### src/rtl/dtl_address_decoder.sv
// dtl_address_decoder: 1-to-N DTL address decoder with per-burst channel locking; DTL_DECODER_ERROR_RESP_EN enables local error termination of unmapped accesses
module dtl_address_decoder #(
   parameter int INTERFACE_WIDTH = 32,
   parameter int INTERFACE_ADDR_WIDTH = 32,
   parameter int INTERFACE_BLOCK_WIDTH = 5,
   parameter int INTERFACE_NUM_ENABLES = INTERFACE_WIDTH / 8,
   parameter int NUM_SLAVES = 4,
   parameter int WINDOW_ADDR_WIDTH = 12,
   parameter logic [INTERFACE_ADDR_WIDTH-1:0] BASE_ADDRESS = '0,
   parameter logic [INTERFACE_WIDTH-1:0] ERROR_DATA = 32'hDEADBEEF
) (
   input  logic                                            iClk,
   input  logic                                            iReset,
   input  logic                                            iDTL_IN_CommandValid,
   output logic                                            oDTL_IN_CommandAccept,
   input  logic [INTERFACE_ADDR_WIDTH-1:0]                 iDTL_IN_Address,
   input  logic                                            iDTL_IN_CommandReadWrite,
   input  logic [INTERFACE_BLOCK_WIDTH-1:0]                iDTL_IN_BlockSize,
   output logic                                            oDTL_IN_ReadValid,
   output logic                                            oDTL_IN_ReadLast,
   input  logic                                            iDTL_IN_ReadAccept,
   output logic [INTERFACE_WIDTH-1:0]                      oDTL_IN_ReadData,
   input  logic                                            iDTL_IN_WriteValid,
   input  logic                                            iDTL_IN_WriteLast,
   output logic                                            oDTL_IN_WriteAccept,
   input  logic [INTERFACE_NUM_ENABLES-1:0]                iDTL_IN_WriteEnable,
   input  logic [INTERFACE_WIDTH-1:0]                      iDTL_IN_WriteData,
   output logic [NUM_SLAVES-1:0]                           oDTL_OUT_CommandValid,
   input  logic [NUM_SLAVES-1:0]                           iDTL_OUT_CommandAccept,
   output logic [NUM_SLAVES*INTERFACE_ADDR_WIDTH-1:0]      oDTL_OUT_Address,
   output logic [NUM_SLAVES-1:0]                           oDTL_OUT_CommandReadWrite,
   output logic [NUM_SLAVES*INTERFACE_BLOCK_WIDTH-1:0]     oDTL_OUT_BlockSize,
   input  logic [NUM_SLAVES-1:0]                           iDTL_OUT_ReadValid,
   input  logic [NUM_SLAVES-1:0]                           iDTL_OUT_ReadLast,
   output logic [NUM_SLAVES-1:0]                           oDTL_OUT_ReadAccept,
   input  logic [NUM_SLAVES*INTERFACE_WIDTH-1:0]           iDTL_OUT_ReadData,
   output logic [NUM_SLAVES-1:0]                           oDTL_OUT_WriteValid,
   output logic [NUM_SLAVES-1:0]                           oDTL_OUT_WriteLast,
   input  logic [NUM_SLAVES-1:0]                           iDTL_OUT_WriteAccept,
   output logic [NUM_SLAVES*INTERFACE_NUM_ENABLES-1:0]     oDTL_OUT_WriteEnable,
   output logic [NUM_SLAVES*INTERFACE_WIDTH-1:0]           oDTL_OUT_WriteData,
   output logic                                            oDTL_Error
);
   localparam int N = NUM_SLAVES;
   localparam int AW = INTERFACE_ADDR_WIDTH;
   localparam int IW = (N > 1) ? $clog2(N) : 1;
   typedef enum logic [2:0] {IDLE, WRITE, READ, ERR_WRITE, ERR_READ} state_t;
   state_t state_q, state_d;
   logic [IW-1:0] idx_q, idx_d;
   logic err_q, err_d;
`ifdef DTL_DECODER_ERROR_RESP_EN
   logic [INTERFACE_BLOCK_WIDTH-1:0] cnt_q, cnt_d;
`endif
   logic [AW-1:0] off, win;
   logic [IW-1:0] idx;
   logic hit;
   logic [N-1:0] cmd_valid, wr_valid, rd_accept;
   logic cmd_accept, wr_accept, rd_valid, rd_last;
   logic [INTERFACE_WIDTH-1:0] rd_data;
   assign off = iDTL_IN_Address - BASE_ADDRESS;
   assign win = off >> WINDOW_ADDR_WIDTH;
   assign hit = (iDTL_IN_Address >= BASE_ADDRESS) && (win < AW'(N));
   assign idx = win[IW-1:0];
   assign oDTL_OUT_Address = {N{AW'(off[WINDOW_ADDR_WIDTH-1:0])}};
   assign oDTL_OUT_CommandReadWrite = {N{iDTL_IN_CommandReadWrite}};
   assign oDTL_OUT_BlockSize = {N{iDTL_IN_BlockSize}};
   assign oDTL_OUT_WriteEnable = {N{iDTL_IN_WriteEnable}};
   assign oDTL_OUT_WriteData = {N{iDTL_IN_WriteData}};
   assign oDTL_OUT_WriteLast = {N{iDTL_IN_WriteLast}};
   assign oDTL_OUT_CommandValid = iReset ? '0 : cmd_valid;
   assign oDTL_OUT_WriteValid = iReset ? '0 : wr_valid;
   assign oDTL_OUT_ReadAccept = iReset ? '0 : rd_accept;
   assign oDTL_IN_CommandAccept = cmd_accept & ~iReset;
   assign oDTL_IN_WriteAccept = wr_accept & ~iReset;
   assign oDTL_IN_ReadValid = rd_valid & ~iReset;
   assign oDTL_IN_ReadLast = rd_last;
   assign oDTL_IN_ReadData = rd_data;
   assign oDTL_Error = err_q;
   // decode and routing per state; the latched port owns the data channels until the last beat
   always_comb begin
      state_d = state_q;
      idx_d = idx_q;
      err_d = err_q;
`ifdef DTL_DECODER_ERROR_RESP_EN
      cnt_d = cnt_q;
`endif
      cmd_valid = '0;
      cmd_accept = 1'b0;
      wr_valid = '0;
      wr_accept = 1'b0;
      rd_valid = 1'b0;
      rd_last = 1'b0;
      rd_data = '0;
      rd_accept = '0;
      case (state_q)
         IDLE: begin
            err_d = err_q | (iDTL_IN_CommandValid & ~hit);
            if (hit) begin
               cmd_valid = N'(iDTL_IN_CommandValid) << idx;
               cmd_accept = iDTL_OUT_CommandAccept[idx];
            end
`ifdef DTL_DECODER_ERROR_RESP_EN
            else cmd_accept = iDTL_IN_CommandValid;
            cnt_d = iDTL_IN_BlockSize;
`endif
            if (iDTL_IN_CommandValid && cmd_accept) begin
               idx_d = idx;
`ifdef DTL_DECODER_ERROR_RESP_EN
               state_d = hit ? (iDTL_IN_CommandReadWrite ? READ : WRITE) : (iDTL_IN_CommandReadWrite ? ERR_READ : ERR_WRITE);
`else
               state_d = iDTL_IN_CommandReadWrite ? READ : WRITE;
`endif
            end
         end
         WRITE: begin
            wr_valid = N'(iDTL_IN_WriteValid) << idx_q;
            wr_accept = iDTL_OUT_WriteAccept[idx_q];
            if (iDTL_IN_WriteValid && wr_accept && iDTL_IN_WriteLast) state_d = IDLE;
         end
         READ: begin
            rd_valid = iDTL_OUT_ReadValid[idx_q];
            rd_last = iDTL_OUT_ReadLast[idx_q];
            rd_data = iDTL_OUT_ReadData[idx_q*INTERFACE_WIDTH +: INTERFACE_WIDTH];
            rd_accept = N'(iDTL_IN_ReadAccept) << idx_q;
            if (rd_valid && iDTL_IN_ReadAccept && rd_last) state_d = IDLE;
         end
`ifdef DTL_DECODER_ERROR_RESP_EN
         ERR_WRITE: begin
            wr_accept = 1'b1;
            if (iDTL_IN_WriteValid && iDTL_IN_WriteLast) state_d = IDLE;
         end
         ERR_READ: begin
            rd_valid = 1'b1;
            rd_data = ERROR_DATA;
            rd_last = (cnt_q == '0);
            if (iDTL_IN_ReadAccept) begin
               cnt_d = cnt_q - 1'b1;
               if (rd_last) state_d = IDLE;
            end
         end
`endif
         default: state_d = IDLE;
      endcase
   end
   // state, latched port, sticky error and beat counter
   always_ff @(posedge iClk) begin
      if (iReset) begin
         state_q <= IDLE;
         idx_q <= '0;
         err_q <= 1'b0;
`ifdef DTL_DECODER_ERROR_RESP_EN
         cnt_q <= '0;
`endif
      end else begin
         state_q <= state_d;
         idx_q <= idx_d;
         err_q <= err_d;
`ifdef DTL_DECODER_ERROR_RESP_EN
         cnt_q <= cnt_d;
`endif
      end
   end
endmodule

### config.mk
export PLATFORM = sky130hd
export DESIGN_NAME = dtl_address_decoder
export DESIGN_NICKNAME = d
export VERILOG_FILES = /design/src/rtl/dtl_address_decoder.sv
export SDC_FILE = /design/constraint.sdc
export NUM_CORES = 1
export LEC_CHECK = 0
export CORE_AREA = 2 2 225 227
export CTS_CLUSTER_SIZE = 12
export DETAILED_ROUTE_END_ITERATION = 6
export DIE_AREA = 0 0 227 229
export PLACE_DENSITY = 0.44
export SLEW_MARGIN = 20
export SYNTH_ARGS = -nofsm -noshare
export SYNTH_HDL_FRONTEND = slang
export SYNTH_SLANG_ARGS = --single-unit
### constraint.sdc
create_clock -name iClk -period 2.5 [get_ports iClk]
set_clock_uncertainty 0.15 [all_clocks]
set_input_delay 0.5 -clock iClk [delete_from_list [all_inputs] [get_ports iClk]]
set_output_delay 0.5 -clock iClk [all_outputs]
set_load 0.1 [all_outputs]
**Yosys cells after proc, flatten, opt, wreduce, memory -nomap -nowiden**

Cells that the tools add are included.

- Register bits after elaboration: 6
- Latch bits: 0
- Memory bits (writable): 0
- Bits in read-only memories: 0
- Bits of input ports: 224
- Output and inout bits: 349
- Logic and storage cells: 59
- Memories: 0

- Add/sub/neg operators: 0
- Multipliers: 0
- Divide/modulo/power cells: 0
- Order comparisons: 4
- Eq/ne operators: 5
- Shift-type cells: 4
- Muxes and demuxes: 27
- Bitwise gates (word level): 7
- Reductions and logical operators: 9

Operators by type and width:

| operator | number |
|---|---|
| $shiftx 128x8->32 | 1 |
| $ge 32x1->1 const B | 1 |
| $mux 32 | 1 |
| $mux 4 | 7 |
| $lt 20x3->1 const B | 1 |
| $shl 1x2->4 | 3 |
| $mux 1 | 10 |
| $mux 3 | 3 |
| $pmux 3 s3 | 1 |
| $bmux 1 s2 | 4 |
| $logic_and 1x1->1 | 6 |
| $lt 2x3->1 const B | 2 |
| $ne 2x2->1 const B | 3 |
| $and 1x1->1 | 4 |
| $eq 3x1->1 const B | 1 |
| $eq 3x2->1 const B | 1 |
| $logic_not 3->1 | 1 |
| $reduce_and 3->1 | 1 |
| $mux 2 | 1 |
| $not 1->1 | 2 |
| $reduce_and 2->1 | 1 |
| $or 1x1->1 | 1 |

**Longest topological paths before layout**

Gate-level depths: netlist (run 1).

- Word-level depth: 7
- Depth in mapped cells: 5
- Gate-level depth less buffers: 4

**Least setup slack after synthesis (run 1)**

No wires, ideal clock.

- Path type: input to output
- From: input port iDTL_IN_Address[22]
- To: output port oDTL_IN_CommandAccept
- Data arrival time: 3.802 ns
- Required time: 1.850 ns
- Path slack: -1.952 ns
- Stages: 3
- Path buffers: 0
- Path through: nor4_4 -> nand3_2 -> nor4_1

- Word-level cells in the longest chain between the ends: 6
- Elaborated cells on any way between the ends: 7
- Classes of those cells: 2 x order compare; 3 x mux; 1 x bitwise; 1 x reduce/logical

RTL lines:

| element | RTL line | text |
|---|---|---|
| from (decl) | 16 | `input logic [INTERFACE_ADDR_WIDTH-1:0] iDTL_IN_Address,` |
| $ge 32x1->1 / $lt 20x3->1 (equally long branches) | 62 | `assign hit = (iDTL_IN_Address >= BASE_ADDRESS) && (win < AW'(N));` |
| $logic_and 1x1->1 (*) | 62 |  |
| $mux 1 (*) | 98 | `if (hit) begin` |
| $mux 1 (*) (2 in series) | 95 | `case (state_q)` |
| $and 1x1->1 (*) | 73 | `assign oDTL_IN_CommandAccept = cmd_accept & ~iReset;` |
| to (decl) | 15 | `output logic oDTL_IN_CommandAccept,` |

Every way passes the cells marked *; elsewhere a longest branch is shown, timed or not. The select of a mux whose other input is x is not followed.

**Worst setup path in the final report (run 1)**

- From: input port iDTL_IN_Address[21]
- To: output port oDTL_OUT_CommandValid[2]

- Word-level cells in the longest chain between the ends: 5
- Elaborated cells on any way between the ends: 6
- Classes of those cells: 2 x order compare; 3 x mux; 1 x reduce/logical

RTL lines:

| element | RTL line | text |
|---|---|---|
| $ge 32x1->1 / $lt 20x3->1 (equally long branches) | 62 |  |
| $logic_and 1x1->1 (*) | 62 |  |
| $mux 4 (*) | 98 |  |
| $mux 4 (*) | 95 |  |
| $mux 4 (*) | 70 | `assign oDTL_OUT_CommandValid = iReset ? '0 : cmd_valid;` |
| to (decl) | 28 | `output logic [NUM_SLAVES-1:0] oDTL_OUT_CommandValid,` |

Every way passes the cells marked *; elsewhere a longest branch is shown, timed or not.

==> flow_summary.ini, run 1 <==
[worst_setup_path]
crit_arrival_ns = 2.03
crit_required_ns = 1.85
critical_path_class = primary input to output pin
crit-reg2reg-launch = idx_q[0]
ff2ff_setup_slack_ns = 0.53
r2r_end = state_q[0]
start_kind = primary input
worstPathMaxFanout = 4
end_kind = output pin
cp-endpoint = oDTL_OUT_CommandValid[2]
crit_start = iDTL_IN_Address[21]
r2r_cells = 5

[placement]
port_buffers = 227
dp_worst_setup_slack_ns = -0.493
gp_congestion = 0.733
hpwl_um = 13500

[detailed_routing]
drc_errors = 0
vias = 2936
dr.pass1.iters = 4
postRouteAntennaNets = 0
via_per_inst = 2.48
wl_per_cell_um = 13.6
routed_wl_um = 16100
drt_iter0_drc = 96

[cells_and_area]
final_nets = 737
final_common_cell = clkdlybuf4s50_1
antenna-diode-count = 0
final_layout_size_suffix_gt1_frac = 0.473
mostFrequentLayoutCells = clkdlybuf4s50_1 (142), conb_1 (80), buf_4 (60)
syn_to_final_growth_pct = 69.8

[logic_synthesis]
async_flop_share = 0
yosys_most_used_dff = dfxtp_1
ys_types = 28
netlist_area_um2 = 3810
synth-seq-cells = 5
syn_area_per_cell_um2 = 8.53
yosys_warnings = 0
synth_seq_area_share = 0.0262
syn_inst = 447
synth_edf_count = 0

[clock_tree]
cts.sinks = 5
clockBufferDepth = 2
cts_buffers = 3
cts_root_buf = clkbuf_16
clk_pin_slew_ns = 0.03
holdBufCountCts = 0
cts_tree = built
clk_latency_ns = 0.23
cts_max_level = 1

[floorplanning]
die_y_um = 229
top_level_ports = 573
die_w_um = 227
die_area_um2 = 52000
initial_utilization = 0.0768
core_um2 = 49700
fp-row-count = 82

[run_status]
violations = setup timing
status = complete, but fails checks

[global_routing]
grt_antenna_before_repair = 6
grt_pass1_wl_um = 20500
grt_overflow = 0
grt_use_total = 0.0548
grt_start_max_net_pins = 42
first_global_vias = 3022

[sta]
finalWorstSetupSlack_ns = -0.180
fin_crit_sh = 1.07
min_period_ns = 2.68
rsz0062_at_grt = yes
drv_slew = 0
hold_violations = 0
clock.fmax_mhz = 373
finalSetupViolations = 5

[power]
total_leakage_power_nw = 2.38
ir_drop_uv = 140
powerDensity_nw_per_um2 = 212
power_mw = 1.38

[hold_path]
worstHoldPathType = flop to flop

[run]
drv_cap = 0
worst min-delay path by stage:
stage / startpoint / endpoint / slack, ns / cells past startpoint
detailed placement: idx_q[0] / idx_q[0] / 0.34 / 2
global placement: idx_q[0] / idx_q[0] / 0.34 / 2
global route: oDTL_Error / oDTL_Error / 0.40 / 2
floorplan: state_q[1] / oDTL_Error / 0.43 / 3
finish: oDTL_Error / oDTL_Error / 0.36 / 2
CTS: oDTL_Error / oDTL_Error / 0.36 / 2
per-layer routing:
| metal | track usage | up-vias | wire length [µm] |
|---|---|---|---|
| li1 | - | 1227 | - |
| met1 | 0.0526 | 1316 | 5370 |
| met2 | 0.0961 | 320 | 7590 |
| met3 | 0.0335 | 61 | 2630 |
| met4 | 0.0182 | 12 | 450 |
| met5 | 0 | - | 85 |
worst max-delay path: stages:
cell and delay (ns):
buf_6 0.09, nor4_4 0.32, nand3_2 0.14, or4_4 0.51, nor3_4 0.26, buf_12 0.20
synthesized netlist by cell type, types with 2 or more instances:
library cell | count | share of area
nand2_1 | 5 | 0.0049
o21ai_1 | 3 | 0.0039
buf_2 | 5 | 0.0066
clkbuf_1 | 7 | 0.0069
nor3_1 | 6 | 0.0079
nor4_4 | 3 | 0.017
nor2_1 | 12 | 0.012
nor2b_1 | 33 | 0.054
nand4_1 | 2 | 0.0033
dfxtp_1 | 5 | 0.026
and2_1 | 2 | 0.0033
nand2b_1 | 4 | 0.0066
nand3_1 | 4 | 0.0052
mux4_2 | 36 | 0.21
and4_1 | 2 | 0.0046
buf_4 | 301 | 0.59
inv_1 | 4 | 0.0039
a21oi_1 | 3 | 0.0039
cell type report:
class / count / area, µm²
fill: 5679 / 43200
timing repair buffer: 296 / 3410
multi-input combinational: 203 / 2030
tap: 672 / 841
sequential: 5 / 105
clock buffer: 4 / 78.8
inverter: 4 / 15.0
report_power, final:
part	internal, mW	switching, mW
combinational	0.337	0.690
clock	0.212	0.0550
sequential	0.0804	0.00155
registers in the layout, indices dropped and copies added, names as in the netlist:
| register | flops |
|---|---|
| oDTL_Error | 1 |
| state_q | 2 |
| idx_q | 2 |
stage by stage:
stage	hold WS (ns)	util	TNS (ns)	area [µm²]	std cells
floorplan	0.426	-	-5.14	4360	526
global placement	0.343	0.122	-3.61	6040	1148
detailed placement	0.344	0.122	-4.08	6040	1148
CTS	0.364	0.127	-0.671	6320	1180
global route	0.398	0.130	-1.16	6480	1184
finish	0.363	0.130	-0.511	6480	1184
repair_timing:
action                     4_1_cts  5_1_grt
pin swaps                       14       17
setup buffers                   29        6
cloned                           0        1
gates resized for setup         77       37
setup endpoints to repair       19       20
kinds of logic (layout without fill, tap and decap cells):
kind of cell,after synthesis,after routing,synth area share
AO/OA/AOI/OAI,9,9,0.0174
multiplexers,36,36,0.213
other,1,80,0.000983
flip-flops,5,5,0.0262
AND/OR/NAND/NOR,78,78,0.129
buffers and inverters,318,304,0.614
(Power assumes the default switching activity.)
==> run 2: changes to the inputs <==
--- a/config.mk
+++ b/config.mk
@@ -5,11 +5,11 @@
 export SDC_FILE = /design/constraint.sdc
 export NUM_CORES = 1
 export LEC_CHECK = 0
-export CORE_AREA = 2 2 225 227
+export CORE_AREA = 5 5 221 223
 export CTS_CLUSTER_SIZE = 12
 export DETAILED_ROUTE_END_ITERATION = 6
-export DIE_AREA = 0 0 227 229
-export PLACE_DENSITY = 0.44
+export DIE_AREA = 0 0 226 228
+export PLACE_DENSITY = 0.45
 export SLEW_MARGIN = 20
 export SYNTH_ARGS = -nofsm -noshare
 export SYNTH_HDL_FRONTEND = slang
==> run 2 against run 1 <==
  * The flow still finishes with violations (setup timing)
  * Worst hold slack got worse by 0.066 ns
  * Combinational power about the same
  * Global-route usage up 0.44 points
  * Critical path type unchanged
  * Largest cell class unchanged
  * Largest power group unchanged
  * Highest routed layer is now met4
==> flow_summary.ini, run 2 (synthesis gave the netlist of run 1 again) <==
[run_status]
status = complete, but fails checks
violations = setup timing

[clock_tree]
cts_root_buf = clkbuf_16
clockBufferDepth = 2
cts_buffers = 3
cts.sinks = 5
holdBufCountCts = 0
clk_latency_ns = 0.23
clk_pin_slew_ns = 0.04
cts_tree = built
cts_max_level = 1

[global_routing]
grt_overflow = 0
grt_antenna_before_repair = 1
grt_start_max_net_pins = 32
grt_pass1_wl_um = 22100
grt_use_total = 0.0592
first_global_vias = 3084

[worst_setup_path]
slowest_stage = or4_4
cp_top_family = simple AND/OR/NAND/NOR gates
critical_path_class = primary input to output pin
r2r_cells = 6
max_stage_delay_ns = 0.52
start_kind = primary input
end_kind = output pin
crit_required_ns = 1.85
crit_start = iDTL_IN_Address[19]
crit_arrival_ns = 1.99
ff2ff_setup_slack_ns = 0.42
path_buf_inv = 2
r2r_end = state_q[0]
crit-reg2reg-launch = idx_q[0]
worstPathMaxFanout = 4
path_cells = buf_2, nor4_4, nand3_2, or4_4, nor3_4, buf_12

[sta]
fin_crit_sh = 1.06
slew_headroom = 0.658
min_period_ns = 2.64
clock.fmax_mhz = 378
drv_slew = 0
hold_ws_ns = 0.297
hold_violations = 0
tns_ns = -0.479
rsz0062_at_grt = yes
finalWorstSetupSlack_ns = -0.142
tightestPinTransition_ns = 0.512
finalSetupViolations = 5

[floorplanning]
top_level_ports = 573
die_y_um = 228
initial_utilization = 0.0823
die_area_um2 = 51500
die_w_um = 226
core_um2 = 46400
fp-row-count = 79

[placement]
placed_area_um2 = 5980
hpwl_um = 15100
gp_congestion = 0.724
placed_cells = 1084
port_buffers = 227

[detailed_routing]
via_per_inst = 2.52
routed_wl_um = 17300
dr.pass1.iters = 4
drc_errors = 0
postRouteAntennaNets = 0
drt_iter0_drc = 55
vias = 2793
wl_per_cell_um = 15.6

[hold_path]
holdPathEnd = oDTL_Error
worstHoldStart = oDTL_Error
worstHoldPathType = flop to flop
worst_hold_path.num_cells = 2

[cells_and_area]
final_nets = 725
final_layout_size_suffix_gt1_frac = 0.464
final_cells = 1108
mostFrequentLayoutCells = clkdlybuf4s50_1 (144), conb_1 (80), buf_12 (63)
fin_area_um2 = 6300
syn_to_final_growth_pct = 65.2
final_common_cell = clkdlybuf4s50_1

[power]
power_mw = 1.37
total_leakage_power_nw = 2.30
ir_drop_uv = 176
powerDensity_nw_per_um2 = 217

[run]
drv_cap = 0
## run 2: cell count changes in the layout (fill, tap and decap cells not counted), moves of 3 or more
cell and change:
buf_12 +4, buf_4 -15, dlygate4sd2_1 -6, nor2_2 +4
nor2_4 -3, nor2b_2 +3, nor2b_4 -3
## run 2: worst max-delay path by stage
| stage | to | slack, ns | cells past startpoint |
|---|---|---|---|
| floorplan | oDTL_IN_ReadData[1] | -0.42 | 4 |
| global placement | oDTL_OUT_CommandValid[1] | -0.56 | 8 |
| detailed placement | oDTL_OUT_CommandValid[3] | -0.56 | 8 |
| CTS | oDTL_OUT_CommandValid[3] | -0.23 | 6 |
| global route | oDTL_OUT_CommandValid[2] | -0.25 | 7 |
| finish | oDTL_OUT_CommandValid[0] | -0.14 | 6 |
## run 2: where the power goes
part	leakage (nW)	switching, mW	internal [mW]	total [mW]
combinational	2.22	0.690	0.332	1.02
sequential	0.0419	0.000528	0.0803	0.0809
clock	0.0409	0.0553	0.209	0.265
total	2.30	0.746	0.622	1.37
## run 2: final cells by class
| class | count | area (µm²) |
|---|---|---|
| clock buffers | 3 | 75.1 |
| flip-flops and latches | 5 | 105 |
| fillers | 5222 | 40100 |
| well taps | 607 | 759 |
| clock inverters | 1 | 5.00 |
| inverters | 4 | 15.0 |
| multi-input cells | 203 | 1980 |
| diodes | 1 | 2.50 |
| repair buffers | 284 | 3360 |
## run 2: per-layer routing
| metal | share of wire | vias to the layer above | global-route usage |
|---|---|---|---|
| met2 | 0.51 | 323 | 0.111 |
| met3 | 0.15 | 43 | 0.0311 |
| met5 | 0 | - | 0 |
| met4 | 0.026 | 0 | 0.0183 |
| li1 | - | 1204 | - |
| met1 | 0.31 | 1223 | 0.0551 |
## run 2: stage by stage
step	util	worst slack (ns)
6_report	0.136	-0.142
5_1_grt	0.136	-0.253
4_1_cts	0.133	-0.229
3_5_place_dp	0.129	-0.561
3_3_place_gp	0.129	-0.561
2_1_floorplan	-	-0.425
## run 2: worst reg2reg max path, delay by kind of cell, from the launching register on
family | cells | cell delay [ns]
flip-flops | 1 | 0.43
AO/OA/AOI/OAI | 2 | 0.42
multiplexers | 1 | 0.54
buffers and inverters | 3 | 0.45
## run 2: repair_timing
action	4_1_cts	5_1_grt
buffers inserted	9	10
gates resized for setup	75	26
setup endpoints to repair	20	30
pin swaps	12	13
gates cloned	2	1
==> RTL edit 1, RTL diff (config.mk and constraints of run 2) <==
The parameter `WINDOW_ADDR_WIDTH` goes from 12 to 13.
--- a/src/rtl/dtl_address_decoder.sv
+++ b/src/rtl/dtl_address_decoder.sv
@@ -5,7 +5,7 @@
    parameter int INTERFACE_BLOCK_WIDTH = 5,
    parameter int INTERFACE_NUM_ENABLES = INTERFACE_WIDTH / 8,
    parameter int NUM_SLAVES = 4,
-   parameter int WINDOW_ADDR_WIDTH = 12,
+   parameter int WINDOW_ADDR_WIDTH = 13,
    parameter logic [INTERFACE_ADDR_WIDTH-1:0] BASE_ADDRESS = '0,
    parameter logic [INTERFACE_WIDTH-1:0] ERROR_DATA = 32'hDEADBEEF
 ) (
Formal check against the unedited RTL: not equivalent (a bounded check fails within 4 cycles, from zero or initial values and one cycle with iReset high).
==> RTL edit 1 against run 2 <==
The run still ends with setup timing left. Non-clock buffer count decreased by 6. Worst hold slack better by 53 ps. Synthesized cell count stayed put. Sequential cell count stayed put. Routed wire length down 7.0%. Total power shrank 2.7%. Setup slack better by 18 ps. Register-to-register slack improved by 250 ps. Cell area shrank 0.91%. Combinational power is 4% lower. Area after synthesis is 0.72% lower.
==> RTL edit 1: results <==
export IMPL_fin_cells=1097
export IMPL_antenna_cells=0
export IMPL_drt_pass1_iter_count=3
export IMPL_grt_pass1_vias=3135
export IMPL_synthTopCellsByCount="buf_4 (303), mux4_2 (36), nor2b_1 (33)"
export IMPL_wl_per_cell_um=14.6
export IMPL_violations="setup timing"
export IMPL_powerComb_mw=0.983
export IMPL_viasPerCell=2.58
export IMPL_final_nets=715
export IMPL_layout_drive_gt1_share=0.437
export IMPL_place_inst=1072
export IMPL_synthTopCellsByArea="buf_4 (60%), mux4_2 (21%), nor2b_1 (5.5%), dfxtp_1 (2.6%), nor2_1 (1.3%)"
export IMPL_dp_hpwl_um=13600
export IMPL_crit_arrival_ps=1970
export IMPL_fillers=5234
export IMPL_setup_ws_ps=-124
export IMPL_worstMarginPinSlew_ps=681
export IMPL_grt_pass1_wl_um=21500
export IMPL_power_leakage_nw=2.27
export IMPL_ctsResizeCount=93
export IMPL_rr_worst_depth=4
export IMPL_dr_first_iter_drc_count=22
export IMPL_synth_seq_area_share=0.0264
export IMPL_io_buffer_count=226
export IMPL_finalSetupViolCount=4
export IMPL_status="finished, violations left"
[RTL edit 1: changes by cell type after synthesis, moves of 2 or more]
| cell | run 2 | this run |
|---|---|---|
| buf_4 | 301 | 303 |
| clkbuf_1 | 7 | 5 |
| o21ai_0 | 0 | 3 |
| o21ai_1 | 3 | 0 |
[RTL edit 1: per-stage QoR]
step | util | cell area, um2 | setup WS, ps | power (mW) | TNS (ps)
after detailed placement | 0.124 | 5760 | -507 | 1.05 | -3320
after floorplan | - | 4230 | -424 | 2.44 | -3530
after global placement | 0.124 | 5760 | -473 | 1.05 | -3050
final | 0.135 | 6240 | -124 | 1.33 | -490
after CTS | 0.135 | 6280 | -282 | 1.33 | -1090
after global routing | 0.135 | 6240 | -214 | 1.37 | -902
[RTL edit 1: metal layers]
layer / up-vias / share of wire / GRT usage
li1: 1189 / - / -
met1: 1256 / 0.29 / 0.0512
met2: 313 / 0.51 / 0.104
met3: 73 / 0.14 / 0.0236
met4: 0 / 0.055 / 0.0318
met5: - / 0 / 0
[RTL edit 1: kinds of logic after synthesis]
kind of cell	after synthesis	synth area share
compound gates	9	0.0155
buf+inv	318	0.617
flops	5	0.0264
mux	36	0.214
other cells	1	0.000990
simple gates	78	0.126
[RTL edit 1: final timing paths]
| path | start | endpoint | slack [ps] |
|---|---|---|---|
| worst max-delay path | iDTL_IN_Address[15] | oDTL_OUT_CommandValid[1] | -120 |
| worst max register to register | idx_q[0] | state_q[0] | 670 |
| worst min-delay path | oDTL_Error | oDTL_Error | 350 |
| worst min register to register | oDTL_Error | oDTL_Error | 350 |
[RTL edit 1: area by class of cell]
type                       instances  area share
clock buffer                       4      0.0126
tap                              607       0.122
sequential                         5      0.0168
inverter                           4     0.00241
multi-input combinational        199       0.318
timing repair buffer             278       0.528
==> RTL edit 2, RTL diff (config.mk and constraints of run 2) <==
Without the edit above. Add an input register stage for `iDTL_IN_WriteData`; this delays it by one clock. The other inputs are not delayed to match.
--- a/src/rtl/dtl_address_decoder.sv
+++ b/src/rtl/dtl_address_decoder.sv
@@ -45,6 +45,13 @@
    localparam int AW = INTERFACE_ADDR_WIDTH;
    localparam int IW = (N > 1) ? $clog2(N) : 1;
    typedef enum logic [2:0] {IDLE, WRITE, READ, ERR_WRITE, ERR_READ} state_t;
+
+   logic [INTERFACE_WIDTH-1:0] iDTL_IN_WriteData_q;
+
+   always_ff @(posedge iClk) begin
+      iDTL_IN_WriteData_q <= iDTL_IN_WriteData;
+   end
+
    state_t state_q, state_d;
    logic [IW-1:0] idx_q, idx_d;
    logic err_q, err_d;
@@ -65,7 +72,7 @@
    assign oDTL_OUT_CommandReadWrite = {N{iDTL_IN_CommandReadWrite}};
    assign oDTL_OUT_BlockSize = {N{iDTL_IN_BlockSize}};
    assign oDTL_OUT_WriteEnable = {N{iDTL_IN_WriteEnable}};
-   assign oDTL_OUT_WriteData = {N{iDTL_IN_WriteData}};
+   assign oDTL_OUT_WriteData = {N{iDTL_IN_WriteData_q}};
    assign oDTL_OUT_WriteLast = {N{iDTL_IN_WriteLast}};
    assign oDTL_OUT_CommandValid = iReset ? '0 : cmd_valid;
    assign oDTL_OUT_WriteValid = iReset ? '0 : wr_valid;
Behaviour: not the same (a bounded check fails within 4 cycles, from zero or initial values and one cycle with iReset high).
==> RTL edit 2 against run 2 <==
Combinational power rose by 99%. Setup slack improved by 5.1 ps. Synthesized cell count did not move. Routed wire length rose by 4.8%. The run still ends with setup timing left. Area after synthesis rose by 9.6%. Sequential cell count rose by 32. Total power rose to 2.5 times the old value. Largest cell class unchanged. Largest power group unchanged. Cell area rose by 33%.
==> RTL edit 2: results <==
export IMPL_cts_made_buffers=5
export IMPL_r2r_slack_ps=250
export IMPL_synth_compound_area_frac=0.0135
export IMPL_cts_max_level=2
export IMPL_hold_viol=0
export IMPL_synth_adder_area_share=0
export IMPL_p_int_mw=1.63
export IMPL_synth_seq_area_share=0.177
export IMPL_grt_usage=0.0642
export IMPL_dr_first_iter_drc_count=60
export IMPL_synth_mux_area_frac=0.194
export IMPL_io_buffer_count=387
export IMPL_setup_ws_ps=-137
export IMPL_clock_path_buffers=2
export IMPL_power_leakage_nw=3.43
export IMPL_ys_types=26
export IMPL_grt_max_degree=35
export IMPL_ir_worst_vdd_v=0.000487
export IMPL_synthTopCellsByArea="buf_4 (48%), mux4_2 (19%), dfxtp_1 (18%), nor2b_1 (4.9%), nor2_1 (1.2%)"
export IMPL_layout_drive_gt1_share=0.513
export IMPL_fin_cells=1301
export IMPL_synthTopCellsByCount="buf_4 (269), dfxtp_1 (37), mux4_2 (36)"
export IMPL_hold_class="reg -> reg"
export IMPL_synth_xor_area_share=0
export IMPL_hp_start="oDTL_Error"
export IMPL_yosys_most_used_dff="dfxtp_1"
export IMPL_grt_pass1_wl_um=24600
export IMPL_rr_endpoint="state_q[0]"
export IMPL_final_nets=917
export IMPL_wirelength_um=18100
export IMPL_status="finished, violations left"
export IMPL_clk_pin_slew_worst_paths_ps=60
export IMPL_dp_hpwl_um=15700
export IMPL_violations="setup timing"
export IMPL_place_gp_congestion=0.701
export IMPL_finalSetupViolCount=23
export IMPL_rr_worst_depth=8
export IMPL_antenna_cells=0
export IMPL_fillers=5094
export IMPL_r2r_start="idx_q[0]"
export IMPL_grt_pass1_vias=3975
export IMPL_vias=3677
export IMPL_clk_latency_ps=300
export IMPL_antenna_found_initial=4
[RTL edit 2: cell types whose count changed after synthesis, sizes merged, moves of 2 or more]
cell,delta
a31oi,+3
buf,-29
clkbuf,-4
dfxtp,+32
nor3,+2
[RTL edit 2: final cells by class]
cell class                      count  area, um2  area share
Sequential cell                    37        746      0.0888
Clock buffer                        6        139      0.0165
Multi-Input combinational cell    205       2060       0.245
Clock inverter                      2       36.3     0.00432
Tap cell                          607        759      0.0904
Inverter                            3       11.3     0.00134
Timing Repair Buffer              441       4650       0.554
[RTL edit 2: timing repair]
| item | 4_1_cts | 5_1_grt |
|---|---|---|
| endpoints found under the setup margin | 45 | 47 |
| gates resized for setup | 86 | 31 |
| gates cloned | 3 | 0 |
| pin swaps | 12 | 12 |
| endpoints found under the hold margin | 0 | 0 |
| hold buffers | 0 | 0 |
| setup buffers | 29 | 5 |
[RTL edit 2: how the worst max path moves through the flow]
stage	start	to	slack (ps)	cells past startpoint
floorplan	idx_q[1]	oDTL_IN_ReadData[29]	-500	4
global placement	iDTL_IN_Address[18]	oDTL_OUT_CommandValid[1]	-520	6
detailed placement	iDTL_IN_Address[18]	oDTL_OUT_CommandValid[1]	-550	6
CTS	iDTL_IN_Address[15]	oDTL_OUT_CommandValid[2]	-310	6
global route	iDTL_IN_Address[22]	oDTL_OUT_CommandValid[2]	-220	6
finish	iDTL_IN_Address[22]	oDTL_OUT_CommandValid[2]	-140	6
[RTL edit 2: kinds of logic (layout without fill, tap and decap cells)]
family	count (synthesis)	in the layout
buf+inv	284	452
simple gates	79	79
flops	37	37
mux	36	36
compound gates	10	10
other cells	1	80
[RTL edit 2: layer usage]
metal	part of all wire	vias to the layer above	routed length, um	global-route usage
met5	0.0030	-	55	0
met2	0.48	387	8670	0.110
met4	0.018	8	325	0.0204
met3	0.16	19	2940	0.0363
li1	-	1629	-	-
met1	0.34	1634	6090	0.0663
[RTL edit 2: worst max-delay path: stages]
cell	delay, ps
clkdlybuf4s15_1	210
nor4_4	200
nand3_2	150
or4_4	530
nor3_4	200
buf_12	200
[RTL edit 2: power by group through the flow]
stage / Combinational, mW / Sequential, mW / Clock (mW)
after global placement: 2.02 / 0.663 / 0
after floorplan: 2.11 / 0.863 / 0
after CTS: 2.03 / 0.652 / 0.822
after global routing: 2.08 / 0.654 / 0.846
final: 2.03 / 0.651 / 0.768
after detailed placement: 2.03 / 0.665 / 0
[RTL edit 2: through the flow]
step / hold WS (ps) / setup WS (ps) / utilization / TNS [ps] / cell area, um2
floorplan: 378 / -502 / - / -4230 / 4760
global placement: 288 / -520 / 0.167 / -2990 / 7760
detailed placement: 288 / -548 / 0.167 / -3250 / 7760
CTS: 298 / -307 / 0.180 / -4030 / 8350
global route: 327 / -217 / 0.181 / -2970 / 8400
finish: 295 / -137 / 0.181 / -668 / 8400
